[src/rtl/hp_sweep_pkg.sv]
// Shared types and constants for the hoggephase trial sequencer.
// Register offsets, CFG field positions, FSM state encoding and a saturating adder.
package hp_sweep_pkg;

  typedef enum logic [2:0] {
    ST_IDLE,
    ST_POWER,
    ST_CLEAR,
    ST_GLITCH,
    ST_SETTLE,
    ST_SAMPLE,
    ST_NEXT,
    ST_DONE
  } state_e;

  localparam logic [31:0] REG_CTRL   = 32'h00;
  localparam logic [31:0] REG_CFG    = 32'h04;
  localparam logic [31:0] REG_STATUS = 32'h08;
  localparam logic [31:0] REG_SUM    = 32'h0C;
  localparam logic [31:0] REG_MAP    = 32'h10;

  localparam int CTRL_START_BIT   = 0;
  localparam int CTRL_ABORT_BIT   = 1;
  localparam int CFG_SETTLE_LSB   = 0;
  localparam int CFG_GLEN_LSB     = 8;
  localparam int CFG_TRIALS_LSB   = 16;

  function automatic logic [15:0] sat_add16(input logic [15:0] a, input logic [7:0] b);
    logic [16:0] s;
    s = {1'b0, a} + {9'd0, b};
    return s[16] ? 16'hFFFF : s[15:0];
  endfunction

endpackage

[src/rtl/hp_sweep_wb_regs.sv]
// Wishbone slave for the sweep sequencer: address decode, registered ack/readback,
// CFG storage and START/ABORT command pulses.
module hp_sweep_wb_regs
  import hp_sweep_pkg::*;
#(
  parameter logic [31:0] BASE_ADDRESS = 32'h3000_0100
) (
  input  logic        clk,
  input  logic        reset_n,
  input  logic        cyc,
  input  logic        stb,
  input  logic        we,
  input  logic [31:0] adr,
  input  logic [31:0] dat_i,
  output logic        ack,
  output logic [31:0] dat_o,
  input  logic        busy,
  input  logic        done,
  input  logic        aborted,
  input  logic [7:0]  trial_cnt,
  input  logic [7:0]  hit_cnt,
  input  logic [15:0] alarm_sum,
  input  logic [31:0] hit_map,
  output logic        start_req,
  output logic        abort_req,
  output logic [7:0]  cfg_settle,
  output logic [7:0]  cfg_glen,
  output logic [7:0]  cfg_trials
);

  logic        sel_ctrl, sel_cfg, sel_status, sel_sum, sel_map;
  logic        req, wr, rd;
  logic [23:0] cfg_q, cfg_d;
  logic        ack_q, ack_d;
  logic [31:0] dat_q, dat_d, rdata;
  logic        unused_dat_hi;

  assign sel_ctrl   = (adr == BASE_ADDRESS + REG_CTRL);
  assign sel_cfg    = (adr == BASE_ADDRESS + REG_CFG);
  assign sel_status = (adr == BASE_ADDRESS + REG_STATUS);
  assign sel_sum    = (adr == BASE_ADDRESS + REG_SUM);
  assign sel_map    = (adr == BASE_ADDRESS + REG_MAP);

  assign req = cyc & stb & (sel_ctrl | sel_cfg | sel_status | sel_sum | sel_map);
  assign wr  = req & we;
  assign rd  = req & ~we;

  // Commands act on the same edge that accepts the write.
  assign start_req = wr & sel_ctrl & dat_i[CTRL_START_BIT];
  assign abort_req = wr & sel_ctrl & dat_i[CTRL_ABORT_BIT];

  assign unused_dat_hi = ^dat_i[31:24];

  always_comb begin
    rdata = '0;
    if (sel_cfg)         rdata = {8'd0, cfg_q};
    else if (sel_status) rdata = {8'd0, hit_cnt, trial_cnt, 5'd0, aborted, done, busy};
    else if (sel_sum)    rdata = {16'd0, alarm_sum};
    else if (sel_map)    rdata = hit_map;
  end

  always_comb begin
    cfg_d = cfg_q;
    if (wr && sel_cfg && !busy) cfg_d = dat_i[23:0];
    ack_d = req;
    dat_d = rd ? rdata : 32'd0;
  end

  always_ff @(posedge clk) begin
    if (!reset_n) begin
      cfg_q <= '0;
      ack_q <= 1'b0;
      dat_q <= '0;
    end else begin
      cfg_q <= cfg_d;
      ack_q <= ack_d;
      dat_q <= dat_d;
    end
  end

  assign ack        = ack_q;
  assign dat_o      = dat_q;
  assign cfg_settle = cfg_q[CFG_SETTLE_LSB +: 8];
  assign cfg_glen   = cfg_q[CFG_GLEN_LSB +: 8];
  assign cfg_trials = cfg_q[CFG_TRIALS_LSB +: 8];

endmodule

[src/rtl/hp_sweep_ctrl.sv]
// Trial sequencer for the hoggephase glitch detectors: power, clear, glitch, settle, sample.
// Optional per-trial hit bitmap enabled by defining HP_SWEEP_HITMAP_EN.
module hp_sweep_ctrl
  import hp_sweep_pkg::*;
#(
  parameter logic [31:0] BASE_ADDRESS = 32'h3000_0100
) (
  input  logic        wb_clk_i,
  input  logic        reset_n,
  input  logic        wbs_cyc_i,
  input  logic        wbs_stb_i,
  input  logic        wbs_we_i,
  input  logic [31:0] wbs_adr_i,
  input  logic [31:0] wbs_dat_i,
  output logic        wbs_ack_o,
  output logic        wbs_stl_o,
  output logic [31:0] wbs_dat_o,
  input  logic        hp_alarm_latch,
  input  logic [7:0]  hp_alarm_ctr,
  output logic        hp_vcc,
  output logic        hp_alarm_rst,
  output logic        hp_alarm_ctr_rst,
  output logic        hp_glitch_en,
  output logic        busy,
  output logic        irq
);

  state_e      state_q, state_d;
  logic [7:0]  cnt_q, cnt_d;
  logic [7:0]  trial_cnt_q, trial_cnt_d;
  logic [7:0]  hit_cnt_q, hit_cnt_d;
  logic [15:0] sum_q, sum_d;
  logic        done_q, done_d, aborted_q, aborted_d;
  logic        vcc_q, vcc_d, rst_q, rst_d, glitch_q, glitch_d;
  logic        irq_q, irq_d, busy_q, busy_d;
  logic        start_req, abort_req;
  logic [7:0]  cfg_settle, cfg_glen, cfg_trials;
  logic        do_start, do_abort, do_sample;
  logic [31:0] hit_map;

  hp_sweep_wb_regs #(.BASE_ADDRESS(BASE_ADDRESS)) u_regs (
    .clk        (wb_clk_i),
    .reset_n    (reset_n),
    .cyc        (wbs_cyc_i),
    .stb        (wbs_stb_i),
    .we         (wbs_we_i),
    .adr        (wbs_adr_i),
    .dat_i      (wbs_dat_i),
    .ack        (wbs_ack_o),
    .dat_o      (wbs_dat_o),
    .busy       (busy_q),
    .done       (done_q),
    .aborted    (aborted_q),
    .trial_cnt  (trial_cnt_q),
    .hit_cnt    (hit_cnt_q),
    .alarm_sum  (sum_q),
    .hit_map    (hit_map),
    .start_req  (start_req),
    .abort_req  (abort_req),
    .cfg_settle (cfg_settle),
    .cfg_glen   (cfg_glen),
    .cfg_trials (cfg_trials)
  );

  assign do_start  = start_req & ~abort_req & (state_q == ST_IDLE);
  assign do_abort  = abort_req & (state_q != ST_IDLE);
  assign do_sample = (state_q == ST_SAMPLE) & ~do_abort;

  // cnt_q holds the remaining cycles minus one in the timed states.
  always_comb begin
    state_d = state_q;
    cnt_d   = (cnt_q != 8'd0) ? cnt_q - 8'd1 : 8'd0;
    unique case (state_q)
      ST_IDLE: if (do_start) begin
        if (cfg_trials == 8'd0) state_d = ST_DONE;
        else begin
          state_d = ST_POWER;
          cnt_d   = cfg_settle;
        end
      end
      ST_POWER: if (cnt_q == 8'd0) begin
        state_d = ST_CLEAR;
        cnt_d   = 8'd1;
      end
      ST_CLEAR: if (cnt_q == 8'd0) begin
        state_d = ST_GLITCH;
        cnt_d   = (cfg_glen != 8'd0) ? cfg_glen - 8'd1 : 8'd0;
      end
      ST_GLITCH: if (cnt_q == 8'd0) begin
        if (cfg_settle == 8'd0) state_d = ST_SAMPLE;
        else begin
          state_d = ST_SETTLE;
          cnt_d   = cfg_settle - 8'd1;
        end
      end
      ST_SETTLE: if (cnt_q == 8'd0) state_d = ST_SAMPLE;
      ST_SAMPLE: state_d = ST_NEXT;
      ST_NEXT: begin
        if (trial_cnt_q == cfg_trials) state_d = ST_DONE;
        else begin
          state_d = ST_CLEAR;
          cnt_d   = 8'd1;
        end
      end
      ST_DONE: state_d = ST_IDLE;
      default: state_d = ST_IDLE;
    endcase
    if (do_abort) state_d = ST_IDLE;
  end

  always_comb begin
    trial_cnt_d = trial_cnt_q;
    hit_cnt_d   = hit_cnt_q;
    sum_d       = sum_q;
    done_d      = done_q;
    aborted_d   = aborted_q;
    if (do_start) begin
      trial_cnt_d = '0;
      hit_cnt_d   = '0;
      sum_d       = '0;
      done_d      = 1'b0;
      aborted_d   = 1'b0;
    end
    if (do_sample) begin
      trial_cnt_d = trial_cnt_q + 8'd1;
      if (hp_alarm_latch && hit_cnt_q != 8'hFF) hit_cnt_d = hit_cnt_q + 8'd1;
      sum_d = sat_add16(sum_q, hp_alarm_ctr);
    end
    if (state_d == ST_DONE) done_d = 1'b1;
    if (do_abort) aborted_d = 1'b1;

    vcc_d    = (state_d inside {ST_POWER, ST_CLEAR, ST_GLITCH, ST_SETTLE, ST_SAMPLE, ST_NEXT});
    rst_d    = (state_d == ST_CLEAR);
    glitch_d = (state_d == ST_GLITCH);
    irq_d    = (state_d == ST_DONE);
    busy_d   = (state_d != ST_IDLE);
  end

  always_ff @(posedge wb_clk_i) begin
    if (!reset_n) begin
      state_q     <= ST_IDLE;
      cnt_q       <= '0;
      trial_cnt_q <= '0;
      hit_cnt_q   <= '0;
      sum_q       <= '0;
      done_q      <= 1'b0;
      aborted_q   <= 1'b0;
      vcc_q       <= 1'b0;
      rst_q       <= 1'b0;
      glitch_q    <= 1'b0;
      irq_q       <= 1'b0;
      busy_q      <= 1'b0;
    end else begin
      state_q     <= state_d;
      cnt_q       <= cnt_d;
      trial_cnt_q <= trial_cnt_d;
      hit_cnt_q   <= hit_cnt_d;
      sum_q       <= sum_d;
      done_q      <= done_d;
      aborted_q   <= aborted_d;
      vcc_q       <= vcc_d;
      rst_q       <= rst_d;
      glitch_q    <= glitch_d;
      irq_q       <= irq_d;
      busy_q      <= busy_d;
    end
  end

`ifdef HP_SWEEP_HITMAP_EN
  logic [31:0] hit_map_q, hit_map_d;

  always_comb begin
    hit_map_d = hit_map_q;
    if (do_start) hit_map_d = '0;
    if (do_sample && hp_alarm_latch && trial_cnt_q < 8'd32) hit_map_d[trial_cnt_q[4:0]] = 1'b1;
  end

  always_ff @(posedge wb_clk_i) begin
    if (!reset_n) hit_map_q <= '0;
    else          hit_map_q <= hit_map_d;
  end

  assign hit_map = hit_map_q;
`else
  assign hit_map = 32'd0;
`endif

  assign wbs_stl_o        = 1'b0;
  assign hp_vcc           = vcc_q;
  assign hp_alarm_rst     = rst_q;
  assign hp_alarm_ctr_rst = rst_q;
  assign hp_glitch_en     = glitch_q;
  assign irq              = irq_q;
  assign busy             = busy_q;

endmodule

[config.mk]
export PLATFORM = sky130hd
export DESIGN_NAME = hp_sweep_ctrl
export DESIGN_NICKNAME = d
export VERILOG_FILES = /design/src/rtl/hp_sweep_pkg.sv /design/src/rtl/hp_sweep_wb_regs.sv /design/src/rtl/hp_sweep_ctrl.sv
export SDC_FILE = /design/constraint.sdc
export NUM_CORES = 1
export LEC_CHECK = 0
export CORE_MARGIN = 4
export CORE_UTILIZATION = 48
export DETAILED_ROUTE_END_ITERATION = 12
export GPL_ROUTABILITY_DRIVEN = 0
export HOLD_SLACK_MARGIN = 0.06
export PLACE_DENSITY = 0.78
export SYNTH_ARGS = -nofsm -noshare
export SYNTH_HDL_FRONTEND = slang
export SYNTH_HIERARCHICAL = 1
export SYNTH_SLANG_ARGS = --single-unit
export TNS_END_PERCENT = 10
[constraint.sdc]
create_clock -name wb_clk_i -period 2.7 [get_ports wb_clk_i]
set_input_delay 0.54 -clock wb_clk_i [delete_from_list [all_inputs] [get_ports wb_clk_i]]
set_output_delay 0.54 -clock wb_clk_i [all_outputs]
set_load 0.01 [all_outputs]
==> flow_metrics.py <==
metrics = {
    "power": {
        "power_density_nw_per_um2": 526,
        "finalPower_mw": 4.48,
        "p_leak_nw": 3.46,
        "ir_drop_mv": 0.517,
    },
    "final_layout": {
        "final_area_um2": 8520,
        "n_antenna_cell": 0,
        "synthToLayoutAreaGrowth_pct": 38.5,
        "layout-drive-gt1-share_pct": 17.9,
        "instances_no_fill": 1101,
        "final_common_cell": "dfxtp_1",
        "fin_nets": 1020,
        "final_cell_mix": "105 x dfxtp_1, 92 x nand2_1, 77 x clkdlybuf4s50_1",
        "final_util_pct": 67.8,
    },
    "detailed_routing": {
        "drt_wl_total_um": 19000,
        "drc": 0,
        "drt.antenna.violating_nets": 0,
        "via_per_inst": 5.61,
        "drtIter0Drc": 521,
        "dr.pass1.iters": 6,
        "wl_per_cell_um": 17.2,
        "vias": 6182,
    },
    "placement": {
        "placed_cell_area_um2": 7870,
        "port-buffer-count": 108,
        "dp_hpwl_um": 13800,
        "dp.cells": 1076,
    },
    "setup_path": {
        "cp_slowest_stage_delay_ns": 0.43,
        "cp_num_buf_inv": 2,
        "crit_end": "hit_cnt_q[7]",
        "required_ns": 3.00,
        "r2r-end": "hp_vcc",
        "worstRegToRegCells": 9,
        "cp.arrival_ns": 2.93,
        "regToRegStartpoint": "cnt_q[1]",
        "ff2ff_setup_slack_ns": 0.12,
        "cp_max_fo": 4,
        "critical_path.top_delay_family": "simple AND/OR/NAND/NOR gates",
        "startpoint_type": "input port",
        "crit_chain": "clkdlybuf4s50_1 > and3_4 > and4_4 > buf_6 > nor4bb_4 > o311a_1 > nand3_2 > nor3_2 > mux2_4 > nor2_2",
        "worst-path-stages": 10,
        "critical_path_class": "input port to flop",
        "worstSetupStartpoint": "wbs_cyc_i",
        "cp-end-kind": "flop",
        "worst_path_max_delay_cell": "clkdlybuf4s50_1",
    },
    "die": {
        "fp.dieArea_um2": 14700,
        "io_pins": 118,
        "die_w_um": 121,
        "die_y_um": 121,
        "core_um2": 12600,
        "num_rows": 41,
        "initial_utilization_pct": 48.9,
    },
    "sta": {
        "finalCritPeriodShare_pct": 97.7,
        "final.setup.tns_ns": 0,
        "timing.fmax_mhz": 379,
        "layout_min_cycle_time_ns": 2.64,
        "clock_skew_ns": 0.00777,
        "slew_headroom_pct": 38.3,
        "setup_violations": 0,
        "worst_pin_slew_ns": 0.926,
        "slew_violations": 0,
        "hold_viol": 0,
    },
    "synthesis": {
        "yosysSeqAreaShare_pct": 34.8,
        "synth_edf_count": 0,
        "async_reset_ff_share_pct": 0,
        "syn_avg_cell_area_um2": 8.36,
        "syn_inst": 736,
        "synth-seq-cells": 107,
        "synth_cell_type_count": 80,
        "synth_ff_type": "dfxtp_1",
        "syn-cell-area_um2": 6150,
        "yosysWarnings": 6,
    },
    "global_routing": {
        "grt_use_total_pct": 24.6,
        "grt.overflow.total": 0,
        "grt_max_degree": 50,
        "grt_first_pass_wirelength_um": 28600,
        "grt_pass1_vias": 5807,
        "antenna_found_initial": 0,
    },
    "outcome": {
        "status": "finished, final reports clean",
    },
    "min_path": {
        "min_path_type": "flop to flop",
        "hp-start": "aborted_q",
    },
    "job": {
        "drv_cap": 0,
    },
    "clocking": {
        "htreeDepth": 3,
        "worst_skew_pair.late_latency_ns": 0.36,
        "cts_buffers": 9,
        "root_buffer": "clkbuf_16",
        "cts_tree": "yes",
        "clk_pin_slew_ns": 0.07,
        "cts.sinks": 107,
        "cts_max_path_buffers": 2,
    },
}
[registers in the layout, summed over array words and instances, names as in the netlist]
signal,count
u_regs/dat_o,32
u_regs/cfg_q,24
sum_q,16
cnt_q,8
hit_cnt_q,8
trial_cnt_q,8
state_q,3
aborted_q,1
busy,1
done_q,1
hp_alarm_ctr_rst,1
hp_glitch_en,1
hp_vcc,1
irq,1
u_regs/ack,1
[routing by layer]
metal,global-route usage [%],vias to the layer above,routed length (um)
li1,-,3011,-
met1,32.4,2919,8100
met2,40.4,213,9270
met3,4.76,39,1120
met4,8.61,0,476
met5,0,-,0
[where the power goes]
part           switching (mW)  internal [mW]
clock network           0.620          0.726
registers              0.0766           1.66
logic                   0.672          0.733
total                    1.37           3.12
[cell families (layout without fill, tap and decap cells)]
group	Yosys count	in the layout	synth area share, %
flip-flops	107	107	34.8
multiplexers	35	35	5.88
other	1	33	0.0610
XOR/XNOR	25	25	3.56
AND/OR/NAND/NOR	301	301	26.0
buffers and inverters	75	236	6.39
adder cells (fa/ha/maj)	17	17	3.58
AO/OA/AOI/OAI	175	175	19.7
[how the worst min path moves through the flow]
stage | end | slack, ns | cells after the start
after floorplan | aborted_q | 0.44 | 2
after global placement | aborted_q | 0.45 | 2
after detailed placement | aborted_q | 0.46 | 2
after CTS | aborted_q | 0.48 | 2
after global routing | aborted_q | 0.52 | 2
final | aborted_q | 0.47 | 2
[worst register-to-register path: stages, from the launching register on]
cell	delay [ns]
dfxtp_2	0.32
inv_2	0.07
ha_4	0.13
or4b_4	0.45
or4_4	0.57
buf_6	0.15
mux2_4	0.30
a21oi_4	0.16
nand2_1	0.07
o221a_2	0.26
[cell usage after synthesis, types with 16 or more instances]
master    count  area [um2]
dfxtp_1     107        2140
nor4_1       18         113
xor2_1       16         140
o21ai_0      27         135
nand3_1      18        90.1
clkbuf_1     22        82.6
mux2i_1      26         260
ha_1         16         200
nand2_1      93         349
inv_1        31         116
nor2_1       58         218
nor3_1       34         170
a21oi_1      50         250
[metrics by stage]
step	setup WS (ns)	hold WS (ns)
CTS	-0.0269	0.479
finish	0.0628	0.474
global route	-0.0476	0.522
detailed placement	-0.508	0.462
global placement	-0.470	0.451
floorplan	-0.00628	0.438
[layout make-up]
class                           instances  area [um2]
Fill cell                             988        4050
Sequential cell                       107        2140
Inverter                               31         116
Clock inverter                          6        73.8
Clock buffer                            9         225
Timing Repair Buffer                  190        1830
Tap cell                              172         215
Multi-Input combinational cell        586        3920
[what timing repair did]
action	in CTS	in global routing
hold buffers	0	0
cloned	0	0
buffers inserted	4	7
pin swaps	7	35
resized for setup	12	69
setup endpoints to repair	17	35
No activity file was read; power rests on OpenSTA's default activity.
